===== config.mk =====
export PLATFORM = sky130hd
export DESIGN_NAME = alu_dmem_opseg
export DESIGN_NICKNAME = d
export VERILOG_FILES = /design/src/rtl/alu_dmem_opseg.sv
export SDC_FILE = /design/constraint.sdc
export NUM_CORES = 2
export LEC_CHECK = 0
export ABC_AREA = 1
export CAP_MARGIN = 10
export CORE_MARGIN = 10
export CORE_UTILIZATION = 40
export CTS_BUF_LIST = sky130_fd_sc_hd__clkbuf_8
export CTS_CLUSTER_SIZE = 16
export DETAILED_ROUTE_END_ITERATION = 16
export SYNTH_ARGS = -nofsm -noshare
export SYNTH_HDL_FRONTEND = slang
export SYNTH_SLANG_ARGS = --single-unit

===== constraint.sdc =====
create_clock -name CLK -period 3.75 [get_ports CLK]
set_clock_uncertainty 0.05 [all_clocks]
set_input_delay 0.5625 -clock CLK [delete_from_list [all_inputs] [get_ports CLK]]
set_output_delay 0.5625 -clock CLK [all_outputs]
set_load 0.005 [all_outputs]

===== src/rtl/alu_dmem_opseg.sv =====
// Single-cycle datapath slice: 8-bit adder ALU feeding a 256x8 data memory,
// plus a 7-segment glyph decoder for the current opcode.
module alu_dmem_opseg (
    input  logic       CLK,
    input  logic       RST,
    input  logic [7:0] val1,
    input  logic [7:0] val2,
    input  logic       aluOp,
    input  logic [7:0] writeData,
    input  logic       MemRead,
    input  logic       MemWrite,
    input  logic [1:0] opcode,
    output logic [7:0] result,
    output logic [7:0] readData,
    output logic [6:0] seg
);

    logic [7:0] mem [256];
    logic [7:0] regSum;
    logic [7:0] addrSum;

    // Register add and address add are the same 8-bit wrap-around sum.
    assign regSum   = val1 + val2;
    assign addrSum  = val1 + val2;
    assign result   = aluOp ? regSum : addrSum;

    assign readData = MemRead ? mem[result] : 8'h00;

    // Reset loads an identity pattern and wins over any concurrent write.
    always_ff @(posedge CLK) begin
        if (RST) begin
            for (int i = 0; i < 256; i++) begin
                mem[i] <= 8'(i);
            end
        end else if (MemWrite) begin
            mem[result] <= writeData;
        end
    end

    // Segments ordered a..g on bits 6..0, active-high.
    always_comb begin
        seg = 7'b0000000;
        unique case (opcode)
            2'b00: seg = 7'b1110111;
            2'b01: seg = 7'b0001110;
            2'b10: seg = 7'b1011011;
            2'b11: seg = 7'b0111000;
            default: seg = 7'b0000000;
        endcase
    end

endmodule


==> flow_metrics.py <==
metrics = {
    "timing": {
        "fmax_mhz": 214,
        "finalSetupViolations": 8,
        "min_period_ns": 4.68,
        "slew_violations": 0,
        "worstMarginPinSlew_ns": 0.883,
        "finalCritPeriodShare": 1.25,
        "layout_setup_ws_ns": -0.926,
        "rsz0062_at_grt": "yes",
        "hold_violations": 0,
        "whs_ns": 0.378,
        "setup_tns_ns": -7.23,
        "slew_headroom": 0.410,
    },
    "route": {
        "drc": 0,
        "wl_per_cell_microns": 20.1,
        "firstDrtPassIters": 6,
        "finalWirelength_microns": 320000,
        "first_iter_violations": 8100,
        "vias": 79600,
        "viasPerCell": 5.01,
        "detail-route-antenna-nets": 0,
    },
    "critical_path": {
        "crit_fanout": 13,
        "crit_slowest_cell": "fa_4",
        "crit_top_cell": "nand2_1",
        "crit_path_end_kind": "output port",
        "setup.worst_path.class": "in -> out",
        "cp.arrival_ns": 4.06,
        "max_stage_delay_ns": 0.97,
        "worstPathCellList": "buf_6, ha_4, fa_4, buf_12, nor2_4, bufbuf_16, nand2_1, nand2_1, nor2_1, nand2_1, nand3_1, nand2_2, nand2_1, nand2_2, o21ai_4, nand3_2, nor2_4, buf_6",
        "start_kind": "input port",
        "crit_required_ns": 3.14,
    },
    "die": {
        "io_pins": 54,
        "rows": 181,
        "core_sq_mm": 0.244,
        "fp.dieArea_sq_mm": 0.266,
        "start_util": 0.403,
        "dieHeight_microns": 515,
        "die_x_microns": 515,
    },
    "global_route": {
        "globalRouteTotalUtil": 0.235,
        "grt_overflow": 0,
        "antenna_found_initial": 8,
        "grt_first_pass_wirelength_microns": 477000,
        "grt_pass1_vias": 78900,
        "grt_max_degree": 87,
    },
    "hold_path": {
        "hp-class": "in -> reg",
    },
    "final_layout": {
        "final_cell_area_sq_mm": 0.122,
        "final_cell_mix": "nand2_1, nor2_1, edfxtp_1, inv_1, buf_4",
        "drive_above_1_share": 0.181,
        "largestRegisters": "mem (2048)",
        "largest_reg_flops": 2048,
        "area_growth_pct": 24.5,
        "regMostFlops": "mem",
        "final_common_cell": "nand2_1",
        "fin_nets": 12500,
    },
    "placed_design": {
        "dp_hpwl_microns": 206000,
        "place_area_sq_mm": 0.113,
        "dpl_worst_slack_ns": -2.68,
        "portBuffers": 52,
        "gp_congestion": 0.934,
    },
    "clock_network": {
        "htreeDepth": 5,
        "clkTransAtPathRegs_ns": 0.06,
        "clock_path_buffers": 4,
        "cts_made_buffers": 361,
        "postCtsHoldBufs": 0,
        "cts_tree": "yes",
        "cts_sinks": 2048,
        "clock-root-buffer": "clkbuf_8",
    },
    "logic_synthesis": {
        "syn_avg_cell_area_sq_um": 8.61,
        "ys_ff_latch": 2048,
        "synthDistinctLibCells": 29,
        "synthCells": 11400,
        "yosysWarnings": 0,
        "synth_ff_type": "edfxtp_1",
        "ys_seq_area_frac": 0.626,
        "synth_edf_count": 2048,
        "synth_area_sq_mm": 0.0982,
        "syn_nets": 11500,
        "postSynth.asyncResetShare": 0,
    },
    "run_status": {
        "failed_checks": "setup timing",
        "outcome": "finished with violations",
    },
    "flow_run": {
        "drv_cap": 0,
    },
    "power_and_ir_drop": {
        "power_density_mw_per_mm2": 466,
        "power_leakage_nw": 54.7,
        "total_power_mw": 57.0,
        "ir_drop_mv": 0.441,
    },
}
[synthesized netlist by cell type, types with 22 or more instances]
cell type | n | area, sq um
buf_2 | 91 | 455
clkbuf_1 | 472 | 1770
inv_1 | 880 | 3300
o21ai_0 | 108 | 541
nand2_2 | 142 | 888
nand2_1 | 4141 | 15500
nand4_1 | 22 | 138
nand3b_1 | 36 | 270
nor2_1 | 3055 | 11500
inv_2 | 143 | 537
nand3_1 | 127 | 636
buf_1 | 52 | 195
edfxtp_1 | 2048 | 61500
[area by class of cell]
class	count	area [sq um]
clock inverters	260	1200
clock buffers	367	5050
multi-input cells	7694	31500
well taps	3202	4010
inverters	1027	3960
repair buffers	1301	15000
diodes	1	2.50
fillers	22600	121000
flip-flops and latches	2048	61500
[per-layer routing]
metal	up-vias	GRT usage	part of all wire
li1	37500	-	-
met1	38000	0.304	0.40
met2	3384	0.390	0.47
met3	691	0.0391	0.083
met4	2	0.0996	0.045
met5	-	0	0.000041
[cell families (layout without fill, tap and decap cells)]
group | Yosys count | after routing | share of synthesized area
other cells | 0 | 1 | 0
flops | 2048 | 2048 | 0.626
buf+inv | 1665 | 2955 | 0.0663
fa+ha+maj | 13 | 13 | 0.00173
xor+xnor | 5 | 5 | 0.000828
simple gates | 7557 | 7558 | 0.299
compound gates | 118 | 118 | 0.00623
[worst paths after layout]
| kind | start | to | depth (start not counted) |
|---|---|---|---|
| worst min-delay path | writeData[7] | mem[231][7] | 3 |
| worst max-delay path | val2[0] | readData[4] | 18 |
[critical path, delay by kind of cell]
family / cells / cell delay [ns]
AND/OR/NAND/NOR: 11 / 1.31
adder cells (fa/ha/maj): 2 / 1.12
buffers and inverters: 4 / 0.76
AO/OA/AOI/OAI: 1 / 0.27
[what timing repair did]
item	4_1_cts	5_1_grt
resized for setup	397	108
pin swaps	108	112
endpoints found under the setup margin	10	8
buffers inserted	53	11
gates cloned	34	5
[stage by stage]
step           utilization  cells
4_1_cts              0.499  15900
6_report             0.502  15900
3_5_place_dp         0.463  15200
3_3_place_gp         0.463  15200
5_1_grt              0.502  15900
2_1_floorplan            -  11400
[where the power goes]
part	leakage (nW)	internal [mW]	total [mW]	switching (mW)
clock	3.59	9.39	18.7	9.30
sequential	20.0	26.3	26.7	0.349
combinational	31.0	4.02	11.6	7.60
total	54.7	39.7	57.0	17.2
Note: power is estimated with default switching activity, not from simulation.
